==> config.mk <==
export PLATFORM = sky130hd
export DESIGN_NAME = fact_seq
export DESIGN_NICKNAME = d
export VERILOG_FILES = /design/src/rtl/fact_seq.sv
export SDC_FILE = /design/constraint.sdc
export NUM_CORES = 1
export LEC_CHECK = 0
export ABC_AREA = 1
export BUFFER_PORTS_ARGS = -buffer_cell sky130_fd_sc_hd__buf_2
export CAP_MARGIN = 10
export CORE_UTILIZATION = 58
export CTS_CLUSTER_SIZE = 12
export DETAILED_ROUTE_END_ITERATION = 8
export GPL_TIMING_DRIVEN = 0
export PLACE_DENSITY = 0.79
export SLEW_MARGIN = 25
export SYNTH_ARGS = -nofsm -noshare
export SYNTH_HDL_FRONTEND = slang
export SYNTH_SLANG_ARGS = --single-unit
==> constraint.sdc <==
create_clock -name clk -period 4.23 [get_ports clk]
set_input_delay 0.423 -clock clk [delete_from_list [all_inputs] [get_ports clk]]
set_output_delay 0.423 -clock clk [all_outputs]
set_load 0.01 [all_outputs]
==> src/rtl/fact_seq.sv <==
// Sequential factorial engine: multiplies an accumulator by the value of an
// external loadable down-counter until that counter signals its last step.
module fact_seq (
  input  logic        clk,
  input  logic        rst,
  input  logic        start,
  input  logic [8:0]  n,
  output logic        cnt_w,
  output logic [8:0]  cnt_ld,
  input  logic [8:0]  cnt_q,
  input  logic        cnt_end,
  output logic        busy,
  output logic        done,
  output logic [31:0] result,
  output logic        ovf,
  output logic        err
);

  typedef enum logic [1:0] {
    S_IDLE,
    S_LOAD,
    S_MUL,
    S_DONE
  } state_e;

  state_e      state_q, state_d;
  logic [8:0]  n_q, n_d;
  logic [31:0] acc_q, acc_d;
  logic [31:0] result_q, result_d;
  logic        ovf_q, ovf_d;
  logic        err_q, err_d;

  // Full-width product so that bits lost by the 32-bit accumulator stay visible.
  logic [40:0] product;
  assign product = {9'd0, acc_q} * {32'd0, cnt_q};

  // NOTE: state registers update with non-blocking assignments only; all
  // combinational logic below uses blocking assignments with defaults first.
  always_ff @(posedge clk or posedge rst) begin
    if (rst) begin
      state_q  <= S_IDLE;
      n_q      <= 9'd0;
      acc_q    <= 32'd1;
      result_q <= 32'd0;
      ovf_q    <= 1'b0;
      err_q    <= 1'b0;
    end else begin
      state_q  <= state_d;
      n_q      <= n_d;
      acc_q    <= acc_d;
      result_q <= result_d;
      ovf_q    <= ovf_d;
      err_q    <= err_d;
    end
  end

  // NOTE: every variable gets a hold-value default before the case, which is
  // what keeps this block free of inferred latches.
  always_comb begin
    state_d  = state_q;
    n_d      = n_q;
    acc_d    = acc_q;
    result_d = result_q;
    ovf_d    = ovf_q;
    err_d    = err_q;

    unique case (state_q)
      S_IDLE: begin
        if (start) begin
          n_d     = n;
          acc_d   = 32'd1;
          ovf_d   = 1'b0;
          err_d   = 1'b0;
          state_d = (n <= 9'd1) ? S_DONE : S_LOAD;
        end
      end

      S_LOAD: begin
        state_d = S_MUL;
      end

      S_MUL: begin
        // A counter reaching zero without ever flagging its last step is a fault.
        if ((cnt_q == 9'd0) && !cnt_end) begin
          err_d   = 1'b1;
          state_d = S_DONE;
        end else begin
          acc_d = product[31:0];
          if (product[40:32] != 9'd0) begin
            ovf_d = 1'b1;
          end
          if (cnt_end) begin
            state_d = S_DONE;
          end
        end
      end

      S_DONE: begin
        result_d = acc_q;
        state_d  = S_IDLE;
      end

      default: begin
        state_d = S_IDLE;
      end
    endcase
  end

  assign cnt_w  = (state_q == S_LOAD);
  assign cnt_ld = n_q;
  assign busy   = (state_q != S_IDLE);
  assign done   = (state_q == S_DONE);
  assign result = result_q;
  assign ovf    = ovf_q;
  assign err    = err_q;

endmodule

* Yosys cells after proc, flatten, opt, wreduce, memory -nomap -nowiden
Cells that the tools add are included.
Widths: inputs -> output; s select.
** Cells by class
- Reductions and logical operators :: 12
- Order comparisons :: 1
- Muxes and demuxes :: 14
- $mul :: 1
- Equal/unequal tests :: 8
** Operators with widths (count)
- $mux 32 :: 2
- $pmux 32 s2 :: 1
- $mul 32x9->41 :: 1
- $le 9x1->1 const B :: 1
- $logic_not 9->1 :: 1
- $reduce_bool 9->1 :: 1
- $mux 2 :: 4
- $ne 2x2->1 const B :: 4
- $pmux 2 s4 :: 1
- $reduce_and 3->1 :: 2
- $eq 2x2->1 const B :: 2
- $mux 1 :: 4
- $pmux 1 s2 :: 2
- $reduce_and 2->1 :: 2
- $reduce_and 4->1 :: 1
- $reduce_bool 2->1 :: 2
- $ne 3x3->1 const B :: 1
- $eq 2x1->1 const B :: 1
- $logic_not 2->1 :: 1
- $logic_and 1x1->1 :: 1
- $logic_not 1->1 :: 1
** Word-level totals
- Register bits after elaboration :: 77
- Word-level logic and storage cells :: 42
- Input port bits :: 22
- Output and inout bits :: 46

* Depth between registers and ports, before layout
- Depth in word-level cells :: 5
- Depth in mapped cells :: 31
- Mapped depth without buffers :: 29

* Worst setup path before layout
Ideal clock, no wire load.
- Path type :: input to register
- Start point :: input cnt_q[0]
- End point :: register ovf_q (netlist: ovf)
- Cell stages on the path :: 26
- Library setup time :: 117 ps
- Slack :: -421 ps
- Arrival time :: 4533 ps
- Required time :: 4113 ps
- Cells stage by stage :: clkbuf_1 -> clkbuf_1 -> nand2_1 -> fa_1 -> inv_1 -> fa_1 -> fa_1 -> inv_1 -> fa_1 -> inv_1 -> ha_1 -> nand2_2 -> inv_1 -> nand2_1 -> nand2_1 -> or2_1 -> nand2_1 -> nand2_2 -> nand2_1 -> nand3b_1 -> nand2_1 -> nand2_1 -> nor2_1 -> nand3_1 -> nand2_1 -> a21oi_2
** Between the ends
- Longest elaborated chain between the ends :: 4
- Elaborated cells between the ends (all ways) :: 7
** RTL lines
- start, declared :: RTL line 10 : input logic [8:0] cnt_q,
- $mul 32x9->41 or $logic_not 9->1 (tied branches) :: RTL line 35, 84
- $reduce_bool 9->1 or $logic_and 1x1->1 (tied branches) :: RTL line 89, 84
- $ne 2x2->1 (no source line)
- $reduce_and 4->1 (no source line) *
- end signal, assigned :: RTL line 52 : ovf_q <= ovf_d;
- end, declared :: RTL line 30 : logic ovf_q, ovf_d;
Every way passes the cells marked *; elsewhere a longest branch is shown, timed or not.
A chain may end at the register's enable or synchronous reset.

* Final worst setup path
- Start point :: register acc_q[15]
- End point :: register ovf_q (netlist: ovf)
** Between the ends
- Longest elaborated chain between the ends :: 4
** RTL lines
- start, declared :: RTL line 28 : logic [31:0] acc_q, acc_d;
- start signal, assigned :: RTL line 43 : acc_q <= 32'd1;
- start signal, assigned :: RTL line 50 : acc_q <= acc_d;
- $mul 32x9->41 :: RTL line 35 : assign product = {9'd0, acc_q} * {32'd0, cnt_q};
- $reduce_bool 9->1 :: RTL line 89 : if (product[40:32] != 9'd0) begin
- $ne 2x2->1 (no source line)
- $reduce_and 4->1 (no source line)
No other way between the ends.

==> results.py <==
metrics = {
    "detailed_routing": {
        "first_pass_iters": 6,
        "wirelength_um": 42000,
        "vias_per_cell": 5.52,
        "wl_per_cell_um": 19.0,
        "vias": 12200,
        "route.detailed.drc": 0,
        "drt-initial-drc-count": 966,
        "drt.antenna.violating_nets": 0,
    },
    "clock_network": {
        "holdBufCountCts": 0,
        "cts-htree-levels": 3,
        "cts_tree": "yes",
        "clk_latency_ns": 0.35,
        "clockBufferDepth": 2,
        "clock_sinks": 77,
        "cts.reportedPaths.clkPinSlew_ns": 0.07,
        "cts_root_buffer": "clkbuf_16",
        "cts_buffers": 9,
    },
    "final_layout": {
        "nets": 2220,
        "fill_cells": 1598,
        "antenna_cells": 0,
        "area_delta_synth_final_pct": 21.7,
        "postLayoutCellArea_um2": 15900,
        "drive_gt1_share_pct": 24.3,
        "multi_input_area_um2": 9640,
        "ff_latch_area_um2": 1970,
    },
    "synthesis": {
        "synth_commonest_cells": "545 x nand2_1, 526 x inv_1, 211 x fa_1",
        "synth_edf_count": 0,
        "synth_most_common_cell": "nand2_1",
        "yosysTopAreaCell": "fa_1",
        "syn_area_per_cell_um2": 7.29,
        "ys_ff_latch": 77,
        "async_reset_ff_share_pct": 100,
        "yosys_warnings": 0,
        "synth_flop_cell": "dfrtp_1",
        "synthDominantCellAreaShare_pct": 32.4,
        "synth.yosys.seq_area_share_pct": 14.8,
        "synthDistinctLibCells": 39,
        "synth_nets": 2085,
        "synth_area_um2": 13000,
        "yosys-top-cells-area": "fa_1 32%, nand2_1 16%, inv_1 15%",
        "syn_inst": 1787,
    },
    "die": {
        "dieArea_um2": 23100,
        "core_um2": 22000,
        "io_pins": 68,
        "die_h_um": 152,
        "fp.dieW_um": 152,
        "placementRows": 54,
        "initial_core_util_pct": 59.4,
    },
    "worst_setup_path": {
        "crit_type": "reg2reg",
        "crit_arrival_ns": 5.03,
        "worstPathRequired_ns": 4.47,
        "critical_path.endpoint_type": "flop",
        "start_kind": "flop",
        "critPathMaxFanout": 7,
        "reg2reg_slack_ns": -0.57,
    },
    "placed_design": {
        "gp_congestion": 0.949,
        "place_hpwl_um": 29400,
        "portBuffers": 58,
        "placed_area_um2": 14300,
    },
    "timing": {
        "skew_ns": 0.00996,
        "fin_ws_ns": -0.569,
        "tightest_slew_ns": 0.642,
        "finalHoldViolations": 0,
        "relSlewSlack_pct": 57.2,
        "period_needed_ns": 4.80,
        "fmax_mhz": 208,
        "finalSetupViolations": 18,
        "rsz0062_at_grt": "true",
        "maxSlewViolCount": 0,
        "fin_crit_sh_pct": 113,
    },
    "run_status": {
        "violations": "negative setup slack",
        "outcome": "complete, but fails checks",
    },
    "run": {
        "max_cap_violations": 0,
    },
    "global_routing": {
        "antenna_found_initial": 0,
        "grt_start_max_net_pins": 48,
        "track_usage_pct": 35.7,
        "grt_pass1_vias": 12400,
        "grt_pass1_wl_um": 63300,
        "grt.overflow.total": 0,
    },
    "worst_hold_path": {
        "hold_class": "in2async",
    },
}
## cell usage in the layout, fill, tap and decap left out, drive strengths merged, types with 3 or more instances in the layout
master      n
a21oi      39
a31o        4
and3        4
buf       164
clkbuf     48
clkinvlp    3
dfrtp      76
fa        211
ha         65
inv       530
mux2       31
nand2     559
nand3      26
nand3b      3
nor2       70
nor3        9
o21ai      51
o21bai      7
xnor2      12
## through the flow
step	TNS [ns]	setup WS (ns)	utilization [%]	hold WS (ns)	cells
after detailed placement	-9.97	-0.934	65.2	0.451	2126
after CTS	-1.15	-0.377	69.3	0.100	2178
after global routing	-6.41	-0.709	72.2	0.122	2207
after global placement	-8.76	-0.856	65.1	0.464	2125
after floorplan	-0.0759	-0.0759	-	0.478	1787
final	-3.98	-0.569	72.2	0.0865	2207
## registers in the layout, summed over array words and instances, names as in the netlist
signal and flops:
cnt_ld 9, acc_q 32, err 1, result 32
state_q 2, ovf 1
## repair_timing
action | CTS | global route
setup buffers | 68 | 29
pin swaps | 28 | 69
setup endpoints to repair | 24 | 18
gates resized for setup | 89 | 148
## cells by family (layout without fill, tap and decap cells)
family                     Yosys count  in the layout  share of synthesized area, %
AOI/OAI and AO/OA                  108            108                          4.61
adders and majority gates          276            276                          38.6
and+or+nand+nor                    676            676                          20.9
muxes                               31             31                          2.68
DFF                                 77             77                          14.8
xor gates and xnor gates            13             13                         0.873
buffers and inverters              606            746                          17.5
## per-layer routing
metal	share of wire (%)	vias to the layer above	global-route usage, %
met5	0	-	0
met4	9.0	0	23.3
met3	9.7	274	6.13
met2	48	720	61.4
met1	34	5852	41.4
li1	-	5329	-
## final timing paths
| check | start | to | cells past startpoint |
|---|---|---|---|
| max | acc_q[15] | ovf | 24 |
| min | rst | acc_q[14] | 2 |
| max reg2reg | acc_q[15] | ovf | 24 |
| min reg2reg | cnt_ld[2] | cnt_ld[2] | 2 |
| max in group asynchronous | rst | acc_q[28] | 3 |
| min in group clk | n[0] | cnt_ld[0] | 2 |
## final cells by class
| type | instances | share of cell area [%] |
|---|---|---|
| clock inverters | 6 | 0.442 |
| inverters | 528 | 12.5 |
| flip-flops and latches | 77 | 12.4 |
| multi-input cells | 1104 | 60.8 |
| well taps | 280 | 2.21 |
| clock buffers | 10 | 1.44 |
| repair buffers | 156 | 7.42 |
| plain buffers | 46 | 2.79 |
## critical path, cell delays in order, from the launching register on
cell and delay (ns):
dfrtp_2 0.53, nand2_1 0.10, inv_1 0.05, fa_1 0.50, fa_1 0.54, fa_1 0.58, inv_2 0.05, fa_1 0.59
inv_2 0.08, ha_4 0.32, nand2_4 0.10, nor2_4 0.15, nand2_1 0.07, inv_1 0.07, nand4_1 0.11, nand3_2 0.16
nand2_2 0.08, nand2_1 0.06, nand2_1 0.04, nand2_1 0.06, nand2_1 0.06, nor2_2 0.12, nand3_1 0.11, nand2_1 0.10
a21oi_2 0.05
Power is left out: the tool's default activity adds up to more than one toggle a clock period on the data nets, which glitch-free logic cannot reach.
